**src/rtl/hazard_pkg.sv**
```systemverilog
// Shared types, default latencies and helpers for the MIPS hazard unit.
// Imported by the hazard controller and its MUL/DIV busy tracker.
package hazard_pkg;

    // EX operand source select
    typedef enum logic [1:0] {
        FWD_RF  = 2'b00,
        FWD_WB  = 2'b01,
        FWD_MEM = 2'b10
    } fwd_sel_t;

    // Individual stall causes, kept apart for readability
    typedef struct packed {
        logic lw;
        logic br;
        logic jr;
        logic md;
    } hz_cause_t;

    localparam int DEF_REG_AW  = 5;
    localparam int DEF_MUL_LAT = 4;
    localparam int DEF_DIV_LAT = 16;
    localparam int DEF_CNT_W   = 32;

    // ceil(log2(v)) but never below one bit
    function automatic int clog2_min1(input int v);
        int r;
        r = $clog2(v);
        return (r < 1) ? 1 : r;
    endfunction

endpackage

```
**src/rtl/hazard_unit_mc_md_busy_tracker.sv**
```systemverilog
// Occupancy counter for the multi-cycle MUL/DIV unit.
// A start reloads the counter; busy includes the issue cycle itself.
module md_busy_tracker
    import hazard_pkg::*;
#(
    parameter int MUL_LAT = DEF_MUL_LAT,
    parameter int DIV_LAT = DEF_DIV_LAT
) (
    input  logic clk_i,
    input  logic rst_i,
    input  logic mul_start_i,
    input  logic div_start_i,
    output logic md_busy_o
);

    localparam int MAX_LAT = (MUL_LAT > DIV_LAT) ? MUL_LAT : DIV_LAT;
    localparam int CW      = clog2_min1(MAX_LAT);

    localparam logic [CW-1:0] MUL_LOAD = CW'(MUL_LAT - 1);
    localparam logic [CW-1:0] DIV_LOAD = CW'(DIV_LAT - 1);

    logic [CW-1:0] md_cnt_d;
    logic [CW-1:0] md_cnt_q;

    // Next count: divide beats multiply, any start reloads, else drain
    always_comb begin
        md_cnt_d = md_cnt_q;
        if (div_start_i) begin
            md_cnt_d = DIV_LOAD;
        end else if (mul_start_i) begin
            md_cnt_d = MUL_LOAD;
        end else if (md_cnt_q != '0) begin
            md_cnt_d = md_cnt_q - CW'(1);
        end
    end

    // Remaining-cycles register, cleared at once by reset
    always_ff @(posedge clk_i or posedge rst_i) begin
        if (rst_i) begin
            md_cnt_q <= '0;
        end else begin
            md_cnt_q <= md_cnt_d;
        end
    end

    assign md_busy_o = (md_cnt_q != '0) | mul_start_i | div_start_i;

endmodule

```
**src/rtl/hazard_unit_mc.sv**
```systemverilog
// Hazard, forwarding and stall controller for the 5-stage MIPS pipeline.
// Adds qualified jr stalls, MUL/DIV occupancy and saturating event counters.
module hazard_unit_mc
    import hazard_pkg::*;
#(
    parameter int REG_AW  = DEF_REG_AW,
    parameter int MUL_LAT = DEF_MUL_LAT,
    parameter int DIV_LAT = DEF_DIV_LAT,
    parameter int CNT_W   = DEF_CNT_W
) (
    input  logic              CLK,
    input  logic              reset,
    input  logic [REG_AW-1:0] RsD,
    input  logic [REG_AW-1:0] RtD,
    input  logic              BranchD,
    input  logic              JumpRegD,
    input  logic              PCSrcD,
    input  logic              MdUseD,
    input  logic [REG_AW-1:0] RsE,
    input  logic [REG_AW-1:0] RtE,
    input  logic [REG_AW-1:0] WriteRegE,
    input  logic              RegWriteE,
    input  logic              MemtoRegE,
    input  logic [REG_AW-1:0] WriteRegM,
    input  logic              RegWriteM,
    input  logic              MemtoRegM,
    input  logic [REG_AW-1:0] WriteRegW,
    input  logic              RegWriteW,
    input  logic              MulStartE,
    input  logic              DivStartE,
    output logic [1:0]        ForwardAE,
    output logic [1:0]        ForwardBE,
    output logic              ForwardAD,
    output logic              ForwardBD,
    output logic              StallF,
    output logic              StallD,
    output logic              FlushD,
    output logic              FlushE,
    output logic              MdBusy,
    output logic [CNT_W-1:0]  StallCnt,
    output logic [CNT_W-1:0]  FlushCnt
);

    fwd_sel_t   fwd_a_e;
    fwd_sel_t   fwd_b_e;
    hz_cause_t  hz;
    logic       stall;
    logic       flush_d;
    logic       md_busy;

    logic [CNT_W-1:0] stall_cnt_d;
    logic [CNT_W-1:0] stall_cnt_q;
    logic [CNT_W-1:0] flush_cnt_d;
    logic [CNT_W-1:0] flush_cnt_q;

    // Register-write hits from EX, loads in MEM, used by branch/jr checks
    logic rs_hit_e;
    logic rt_hit_e;
    logic rs_hit_mld;
    logic rt_hit_mld;

    assign rs_hit_e   = RegWriteE && (WriteRegE != '0)
                        && (WriteRegE == RsD);
    assign rt_hit_e   = RegWriteE && (WriteRegE != '0)
                        && (WriteRegE == RtD);
    assign rs_hit_mld = MemtoRegM && (WriteRegM != '0)
                        && (WriteRegM == RsD);
    assign rt_hit_mld = MemtoRegM && (WriteRegM != '0)
                        && (WriteRegM == RtD);

    // EX operand A source: MEM result beats WB result, $0 never forwards
    always_comb begin
        fwd_a_e = FWD_RF;
        if ((RsE != '0) && (RsE == WriteRegM) && RegWriteM) begin
            fwd_a_e = FWD_MEM;
        end else if ((RsE != '0) && (RsE == WriteRegW) && RegWriteW) begin
            fwd_a_e = FWD_WB;
        end
    end

    // EX operand B source, same priority as operand A
    always_comb begin
        fwd_b_e = FWD_RF;
        if ((RtE != '0) && (RtE == WriteRegM) && RegWriteM) begin
            fwd_b_e = FWD_MEM;
        end else if ((RtE != '0) && (RtE == WriteRegW) && RegWriteW) begin
            fwd_b_e = FWD_WB;
        end
    end

    assign ForwardAE = fwd_a_e;
    assign ForwardBE = fwd_b_e;

    assign ForwardAD = (RsD != '0) && (RsD == WriteRegM) && RegWriteM;
    assign ForwardBD = (RtD != '0) && (RtD == WriteRegM) && RegWriteM;

    md_busy_tracker #(
        .MUL_LAT (MUL_LAT),
        .DIV_LAT (DIV_LAT)
    ) u_md (
        .clk_i       (CLK),
        .rst_i       (reset),
        .mul_start_i (MulStartE),
        .div_start_i (DivStartE),
        .md_busy_o   (md_busy)
    );

    assign MdBusy = md_busy;

    // Collect the four stall causes; jr only cares about its Rs
    always_comb begin
        hz    = '0;
        hz.lw = MemtoRegE && (RtE != '0)
                && ((RsD == RtE) || (RtD == RtE));
        hz.br = BranchD
                && (rs_hit_e || rt_hit_e || rs_hit_mld || rt_hit_mld);
        hz.jr = JumpRegD && (rs_hit_e || rs_hit_mld);
        hz.md = MdUseD && md_busy;
    end

    assign stall   = |hz;
    assign flush_d = (PCSrcD | JumpRegD) & ~stall;

    assign StallF = stall;
    assign StallD = stall;
    assign FlushE = stall;
    assign FlushD = flush_d;

    // Saturating increments for both event counters
    always_comb begin
        stall_cnt_d = stall_cnt_q;
        flush_cnt_d = flush_cnt_q;
        if (stall && (stall_cnt_q != '1)) begin
            stall_cnt_d = stall_cnt_q + CNT_W'(1);
        end
        if (flush_d && (flush_cnt_q != '1)) begin
            flush_cnt_d = flush_cnt_q + CNT_W'(1);
        end
    end

    // Counter state, cleared asynchronously
    always_ff @(posedge CLK or posedge reset) begin
        if (reset) begin
            stall_cnt_q <= '0;
            flush_cnt_q <= '0;
        end else begin
            stall_cnt_q <= stall_cnt_d;
            flush_cnt_q <= flush_cnt_d;
        end
    end

    assign StallCnt = stall_cnt_q;
    assign FlushCnt = flush_cnt_q;

endmodule

```
**config.mk**
```make
export PLATFORM = sky130hd
export DESIGN_NAME = hazard_unit_mc
export DESIGN_NICKNAME = d
export VERILOG_FILES = /design/src/rtl/hazard_pkg.sv /design/src/rtl/hazard_unit_mc_md_busy_tracker.sv /design/src/rtl/hazard_unit_mc.sv
export SDC_FILE = /design/constraint.sdc
export NUM_CORES = 1
export LEC_CHECK = 0
export BUFFER_PORTS_ARGS = -buffer_cell sky130_fd_sc_hd__buf_2
export CAP_MARGIN = 20
export CORE_ASPECT_RATIO = 0.9
export CORE_MARGIN = 4
export CORE_UTILIZATION = 45
export DETAILED_ROUTE_END_ITERATION = 7
export GPL_TIMING_DRIVEN = 0
export PLACE_DENSITY = 0.78
export SYNTH_ARGS = -nofsm -noshare
export SYNTH_HDL_FRONTEND = slang
export SYNTH_SLANG_ARGS = --single-unit
```
**constraint.sdc**
```tcl
create_clock -name CLK -period 5.11 [get_ports CLK]
set_input_delay 0.511 -clock CLK [delete_from_list [all_inputs] [get_ports CLK]]
set_output_delay 0.511 -clock CLK [all_outputs]
set_load 0.005 [all_outputs]
```
==> metrics.yaml, run 1 <==
netlist_top_cells_count: "xor2_1 (76), dfrtp_1 (68), xnor2_1 (36)"
antenna_found_initial: 0
syn_inst: 429
yosysMostFrequentCell: "xor2_1"
post-route-util_pct: 56.76
worstPathMaxFanout: 10
max_stage_delay_ns: 0.60
pwr-share-seq_pct: 43.7
final.setup.tns_ns: 0
fin_nets: 603
crit_required_ns: 4.60
viasPerCell: 5.440
post_cts_buffers: 0
drcViolationCount: 0
critPathKind: "flip-flop to primary output"
syn_area_mm2: 0.004192
die_h_um: 99.56
synth_area_leaders: "dfrtp_1 (41%), xor2_1 (16%), xnor2_1 (7.5%), nand3_1 (3.5%), nor4_1 (3.3%)"
hold_buffers: 0
gr-total-overflow: 0
drive_gt1_share_pct: 29.80
gp_congestion: 0.8198
drtPass1Iterations: 5
worstPathCellList: "inv_1 -> ha_1 -> nor3b_1 -> nand2_1 -> nand2_1 -> o221ai_1 -> a211oi_2 -> buf_2 -> inv_1 -> buf_4 -> buf_2"
dpl.hpwl_um: 8270
insertion_delay_ns: 0.35
synthDominantCellAreaShare_pct: 40.60
cap_violations: 0
slowest_stage: "a211oi_2"
synth-async-reset-ratio_pct: 100.0
seq_area_frac_synth_pct: 40.60
clock_path_buffers: 2
synth_flop_cell: "dfrtp_1"
internal_power_mw: 1.160
grt_max_degree: 69
wire_per_inst_um: 16.22
p_switching_mw: 0.5639
crit_path_end_kind: "primary output"
vias: 3694
cts_resized: 0
arrival_ns: 3.22
synth_top_area_cell: "dfrtp_1"
outcome: "completed"
hold_viol: 0
cp-start-kind: "flip-flop"
boundaryPins: 123
placed_cells: 663
drt-total-wl_um: 11010
cts_htree_levels: 3
cts_tree: "built"
synth_edf_count: 0
relSlewSlack_pct: 44.30
fp.dieW_um: 109.7
period_minus_slack_ns: 3.732
clockRootBuffer: "clkbuf_8"
switching_share_pct: 32.71
grtUsageTotal_pct: 20.14
initialDrtViolationCount: 339
ys.warnings.count: 0
tightest_slew_ns: 0.8356
p_clk_share_pct: 32.1
grt_pass1_vias: 3582
start_util_pct: 46.14
synth_cell_type_count: 46
rsz0062_at_grt: "false"
setup_violations: 0
synth_seq_cells: 68
power_frac_comb_pct: 24.2
hp-class: "primary input to asynchronous set/reset pin"
synth_area_per_cell_um2: 9.770
syn_nets: 480
syn2layout_area_growth_pct: 23.02
core_area_mm2: 0.009084
leakage_nw: 2.287
period_share_pct: 73.03
numCtsBuffers: 9
die_area_mm2: 0.01092
report.final.slew_viol_count: 0
instances_no_fill: 679
skew_ns: 0.01334
ir_drop_v: 0.0002607
numClockSinks: 68
ant_nets: 0
row_count: 33
clk_pin_slew_ns: 0.08
max_freq_ghz: 0.2680
port_buffers: 112
grt_pass1_wl_um: 17550
n_antenna_cell: 0
power_density_mw_per_mm2: 334.3
==> logic make-up after synthesis <==
| logic type | synth area share, % |
|---|---|
| buffers and inverters | 4.030 |
| AND/OR/NAND/NOR | 27.19 |
| flip-flops | 40.60 |
| AO/OA/AOI/OAI | 2.835 |
| adder cells (fa/ha/maj) | 0.8956 |
| multiplexers | 1.045 |
| XOR/XNOR | 23.40 |
==> power by group through the flow <==
| stage | Clock, mW | Combinational [mW] | Sequential (mW) |
|---|---|---|---|
| floorplan | 0 | 0.230 | 0.744 |
| global placement | 0 | 0.409 | 0.751 |
| detailed placement | 0 | 0.421 | 0.760 |
| CTS | 0.560 | 0.423 | 0.751 |
| global route | 0.583 | 0.466 | 0.770 |
| finish | 0.554 | 0.417 | 0.753 |
==> layer usage <==
| metal | global-route usage (%) | routed length (um) |
|---|---|---|
| met1 | 26.90 | 4774 |
| met2 | 32.52 | 5271 |
| met3 | 4.218 | 823 |
| met4 | 6.807 | 144 |
| met5 | 0 | 0 |
==> placed cells by master (no fill, tap or decap), types with 3 or more instances in the layout <==
cell type,netlist,layout
buf_4,3,3
and4_1,6,6
inv_1,9,8
bufinv_16,0,3
or4_1,6,6
nand3b_1,3,3
clkbuf_8,0,10
nor3_1,22,22
nor3b_1,3,3
mux2_2,3,3
xor2_1,76,76
dfrtp_1,68,68
nor4_1,22,22
nand2b_1,4,4
clkbuf_1,8,8
buf_6,3,3
buf_2,9,121
o21ai_0,3,3
nand4_1,18,18
nand2_1,25,25
nand3_1,29,29
xnor2_1,36,36
nor4b_1,5,5
ha_1,3,3
nor3_2,11,11
nor2_1,28,28
==> metrics by stage <==
step | total power [mW] | cell area [um^2] | worst slack, ns | hold slack [ns]
floorplan | 0.9741 | 4192 | 2.280 | 0.4770
global placement | 1.160 | 4905 | 1.694 | 0.4682
detailed placement | 1.181 | 4907 | 1.665 | 0.4706
CTS | 1.734 | 5156 | 1.316 | 0.3556
global route | 1.818 | 5156 | 1.113 | 0.3769
finish | 1.724 | 5156 | 1.378 | 0.3457
==> final timing paths <==
kind,slack [ns],to,cells past startpoint,from
worst max register to register,2.18,FlushCnt[1]$_DFFE_PP0P_,8,FlushCnt[3]$_DFFE_PP0P_
worst min register to register,0.48,StallCnt[29]$_DFFE_PP0P_,1,StallCnt[29]$_DFFE_PP0P_
min in group CLK,0.37,u_md.md_cnt_q[3]$_DFFE_PP0P_,2,MulStartE
worst min-delay path,0.35,FlushCnt[10]$_DFFE_PP0P_,2,reset
max in group asynchronous,4.23,StallCnt[4]$_DFFE_PP0P_,2,reset
worst max-delay path,1.38,StallD,11,u_md.md_cnt_q[0]$_DFFE_PP0P_
==> area by class of cell <==
type,instances,area (um^2)
multi-input cells,328,2321
plain buffers,24,135.1
clock inverters,6,111.4
fillers,849,3928
well taps,122,152.6
clock buffers,10,137.6
inverters,9,36.28
flip-flops and latches,68,1702
repair buffers,112,560.5
==> registers in the layout, summed over array words and instances (netlist names) <==
register,cells
StallCnt,32
FlushCnt,32
u_md.md_cnt_q,4
==> critical path, delay by kind of cell (launching register included) <==
kind	cells	cell delay [ns]
buffers and inverters	5	0.82
AO/OA/AOI/OAI	2	0.75
AND/OR/NAND/NOR	3	0.71
flip-flops	1	0.38
adder cells (fa/ha/maj)	1	0.22
Note: power is estimated with default switching activity, not from simulation.
==> inputs of run 2 (changes only) <==
Clock period 5.11 ns to 3.8 ns, I/O delays scaled along.
==> run 2 against run 1 <==
Highest routed layer unchanged; sequential power is 34% higher; global-route usage is the same; core utilization rose by 0.083 points.
==> metrics.yaml, run 2 (same netlist as run 1, synthesis figures left out) <==
outcome: "completed"
boundaryPins: 123
insertion_delay_ns: 0.35
cts_htree_levels: 3
viasPerCell: 5.473
fp.dieW_um: 109.7
fin_nets: 603
final_cell_area_mm2: 0.005164
power_mw: 2.318
grt_pass1_vias: 3582
worstPathCellList: "inv_1 -> ha_1 -> nor3b_1 -> nand2_1 -> nand2_1 -> o221ai_1 -> a211oi_4 -> buf_2 -> inv_1 -> buf_4 -> buf_2"
ir_drop_v: 0.0003505
crit_required_ns: 3.42
rsz0062_at_grt: "false"
start_util_pct: 46.14
grt_max_degree: 69
power_density_mw_per_mm2: 448.8
numClockSinks: 68
slowest_stage: "a211oi_4"
cap_violations: 0
initialDrtViolationCount: 307
antenna_found_initial: 0
max_stage_delay_ns: 0.46
crit_path_end_kind: "primary output"
tightest_slew_ns: 0.8361
arrival_ns: 3.09
hold_viol: 0
period_minus_slack_ns: 3.468
clk_pin_slew_ns: 0.08
relSlewSlack_pct: 44.26
gr-total-overflow: 0
cts_tree: "built"
setup_violations: 0
drt-total-wl_um: 11000
worstPathMaxFanout: 10
max_freq_ghz: 0.2884
syn2layout_area_growth_pct: 23.19
period_share_pct: 91.26
clock_path_buffers: 2
n_antenna_cell: 0
final_common_cell: "buf_2"
drcViolationCount: 0
die_area_mm2: 0.01092
wire_per_inst_um: 16.20
gp_congestion: 0.8198
grt_pass1_wl_um: 17550
clockRootBuffer: "clkbuf_8"
vias: 3716
post_dp_cell_area_mm2: 0.004907
leakage_nw: 2.288
report.final.slew_viol_count: 0
hp-class: "primary input to asynchronous set/reset pin"
ant_nets: 0
dpl.hpwl_um: 8270
grtUsageTotal_pct: 20.14
reg2regPathDepth: 8
row_count: 33
port_buffers: 112
critPathKind: "flip-flop to primary output"
drive_gt1_share_pct: 29.80
final_cell_mix: "buf_2 (121), xor2_1 (76), dfrtp_1 (68), xnor2_1 (36), nand3_1 (29)"
skew_ns: 0.01313
post_cts_buffers: 0
drtPass1Iterations: 5
final.setup.tns_ns: 0
cp-start-kind: "flip-flop"
die_h_um: 99.56
numCtsBuffers: 9
core_area_mm2: 0.009084
-- run 2: critical path, delay by kind of cell (launching register included) --
| kind | cells | cell delay (ns) |
|---|---|---|
| DFF | 1 | 0.38 |
| and+or+nand+nor | 3 | 0.71 |
| adders and majority gates | 1 | 0.22 |
| AOI/OAI and AO/OA | 2 | 0.65 |
| buffers and inverters | 5 | 0.79 |
-- run 2: worst paths after layout --
| kind | from | end | slack (ns) |
|---|---|---|---|
| min in group CLK | MulStartE | u_md.md_cnt_q[3]$_DFFE_PP0P_ | 0.24 |
| max in group asynchronous | reset | StallCnt[4]$_DFFE_PP0P_ | 3.05 |
| min | reset | FlushCnt[10]$_DFFE_PP0P_ | 0.22 |
| max reg2reg | FlushCnt[4]$_DFFE_PP0P_ | FlushCnt[1]$_DFFE_PP0P_ | 0.88 |
| min reg2reg | StallCnt[29]$_DFFE_PP0P_ | StallCnt[29]$_DFFE_PP0P_ | 0.48 |
| max | u_md.md_cnt_q[0]$_DFFE_PP0P_ | StallD | 0.33 |
-- run 2: area by class of cell --
type                            count  area (um^2)
Buffer                             24        135.1
Clock buffer                       10        137.6
Clock inverter                      6        111.4
Fill cell                         849         3920
Inverter                            9        36.28
Multi-Input combinational cell    328         2328
Sequential cell                    68         1702
Tap cell                          122        152.6
Timing Repair Buffer              112        560.5
-- run 2: layer usage --
layer | GRT usage [%] | part of all wire (%) | wire length (um) | vias to the layer above
li1 | - | - | - | 1755
met1 | 26.90 | 43 | 4716 | 1784
met2 | 32.52 | 48 | 5283 | 158
met3 | 4.218 | 7.8 | 853 | 19
met4 | 6.807 | 1.3 | 146 | 0
met5 | 0 | 0 | 0 | -
-- run 2: through the flow --
stage | hold WS, ns | utilization (%) | cells | setup WS [ns]
2_1_floorplan | 0.4770 | - | 429 | 1.232
3_3_place_gp | 0.4682 | 53.99 | 663 | 0.5908
3_5_place_dp | 0.4706 | 54.02 | 663 | 0.5174
4_1_cts | 0.2246 | 56.76 | 679 | 0.1369
5_1_grt | 0.2459 | 56.85 | 679 | 0.08186
6_report | 0.2152 | 56.85 | 679 | 0.3323
-- run 2: timing repair --
action                     4_1_cts  5_1_grt
hold buffers                     0        0
resized for setup                0        1
setup endpoints to repair        0        3
-- run 2: report_power, final --
| part | internal [mW] | switching (mW) | total [mW] | leakage, nW |
|---|---|---|---|---|
| combinational | 0.257 | 0.304 | 0.561 | 1.35 |
| sequential | 0.849 | 0.164 | 1.01 | 0.818 |
| clock | 0.454 | 0.290 | 0.744 | 0.122 |
| total | 1.56 | 0.758 | 2.32 | 2.29 |
==> inputs of run 3 (changes only) <==
Settings changed: CORE_MARGIN 4 to unset.
==> run 3 against run 2 <==
Setup slack better by 0.14 ns; routed wire length shrank 3.3%; combinational power barely moved; global-route usage increased by 2.3 points; sequential power hardly changed; flip-flop and latch count did not move.
==> metrics.yaml, run 3 (same netlist as run 1, synthesis figures left out) <==
p_switching_mw: 0.7611
grt_use_met2_pct: 37.30
rsz0062_at_grt: "false"
start_util_pct: 46.14
cts_htree_levels: 3
n_antenna_cell: 0
relSlewSlack_pct: 44.22
boundaryPins: 123
clock_path_buffers: 2
power_density_mw_per_mm2: 446.6
crit_required_ns: 3.42
hold_buffers: 0
grt-busiest-layer: "met2"
tightest_slew_ns: 0.8367
cts_resized: 0
wire_per_inst_um: 15.66
die_h_um: 93.56
grt_pass1_wl_um: 17370
p_clk_share_pct: 32.2
crit_family: "buffers and inverters"
die_area_mm2: 0.009705
fp.dieW_um: 103.7
drcViolationCount: 0
syn2layout_area_growth_pct: 23.28
insertion_delay_ns: 0.36
pwr-share-seq_pct: 43.4
port_buffers: 112
vias: 3671
use_met1_pct: 28.91
leakage_nw: 2.286
final_common_cell: "buf_2"
grtUsageTotal_pct: 22.46
critPathBufInv: 5
drt-total-wl_um: 10640
cap_violations: 0
internal_power_mw: 1.547
gr-total-overflow: 0
clk_pin_slew_ns: 0.09
period_share_pct: 87.69
max_stage_delay_ns: 0.45
clockRootBuffer: "clkbuf_8"
viasPerCell: 5.406
post_cts_buffers: 0
skew_ns: 0.01935
report.final.slew_viol_count: 0
arrival_ns: 2.95
core_area_mm2: 0.009084
met3_usage_pct: 4.599
numCtsBuffers: 9
numClockSinks: 68
period_minus_slack_ns: 3.332
final_cell_mix: "buf_2 (121), xor2_1 (76), dfrtp_1 (68), xnor2_1 (36), nand3_1 (29)"
ant_nets: 0
drive_gt1_share_pct: 29.98
antenna_found_initial: 0
max_freq_ghz: 0.3001
outcome: "completed"
final.setup.tns_ns: 0
grt_max_degree: 69
initialDrtViolationCount: 215
gp_congestion: 0.9397
fin_ws_ns: 0.4678
slowest_stage: "a211oi_4"
switching_share_pct: 32.98
critPathKind: "flip-flop to primary output"
worstPathCellList: "inv_1 -> ha_1 -> nor3b_2 -> nand2_1 -> nand2_1 -> o221ai_1 -> a211oi_4 -> buf_2 -> inv_1 -> buf_4 -> buf_2"
drtPass1Iterations: 5
crit_path_end_kind: "primary output"
hold_viol: 0
dpl.hpwl_um: 7847
cts_tree: "built"
hp-class: "primary input to asynchronous set/reset pin"
pre_cts_ws_ns: 0.5148
row_count: 33
ir_drop_v: 0.0003876
worstPathMaxFanout: 10
grt_pass1_vias: 3527
setup_violations: 0
cp-start-kind: "flip-flop"
power_frac_comb_pct: 24.4
fin_nets: 603
## run 3: cell types whose count changed in the layout (fill, tap and decap cells not counted)
cell      change
clkbuf_8      -1
clkinv_2      -1
clkinv_4      +1
inv_6         +1
nor3b_1       -1
nor3b_2       +1
## run 3: power groups by stage
stage / logic (mW) / registers [mW] / clock network, mW
2_1_floorplan: 0.309 / 1.00 / 0
3_3_place_gp: 0.547 / 1.01 / 0
3_5_place_dp: 0.562 / 1.01 / 0
4_1_cts: 0.565 / 1.00 / 0.754
5_1_grt: 0.625 / 1.03 / 0.786
6_report: 0.562 / 1.00 / 0.744
## run 3: cell type report
type,count,area [um^2]
buffer,24,135.1
clock buffer,9,123.9
clock inverter,7,123.9
fill,848,3916
inverter,9,36.28
multi-input combinational,328,2333
sequential,68,1702
tap,122,152.6
timing repair buffer,112,560.5
## run 3: per-stage QoR
stage | total power [mW] | hold slack [ns] | utilization (%) | cell area, um^2 | cells
after floorplan | 1.310 | 0.4770 | - | 4192 | 429
after global placement | 1.553 | 0.4676 | 53.99 | 4905 | 663
after detailed placement | 1.574 | 0.4812 | 54.02 | 4907 | 663
after CTS | 2.321 | 0.2253 | 56.75 | 5155 | 679
after global routing | 2.438 | 0.2478 | 56.89 | 5167 | 679
final | 2.308 | 0.2099 | 56.89 | 5167 | 679
## run 3: worst paths after layout
kind | endpoint | startpoint | slack [ns] | depth (start not counted)
max reg2reg | FlushCnt[1]$_DFFE_PP0P_ | FlushCnt[3]$_DFFE_PP0P_ | 0.91 | 8
min in group CLK | u_md.md_cnt_q[3]$_DFFE_PP0P_ | MulStartE | 0.24 | 2
min reg2reg | FlushCnt[23]$_DFFE_PP0P_ | FlushCnt[23]$_DFFE_PP0P_ | 0.49 | 1
min | StallCnt[24]$_DFFE_PP0P_ | reset | 0.21 | 2
max | StallD | u_md.md_cnt_q[0]$_DFFE_PP0P_ | 0.47 | 11
max in group asynchronous | FlushCnt[0]$_DFFE_PP0P_ | reset | 3.05 | 2
## run 3: per-layer routing
metal	wire length (um)	part of all wire, %
met5	0	0
met3	714	6.7
met1	4739	45
met2	5036	47
met4	145	1.4
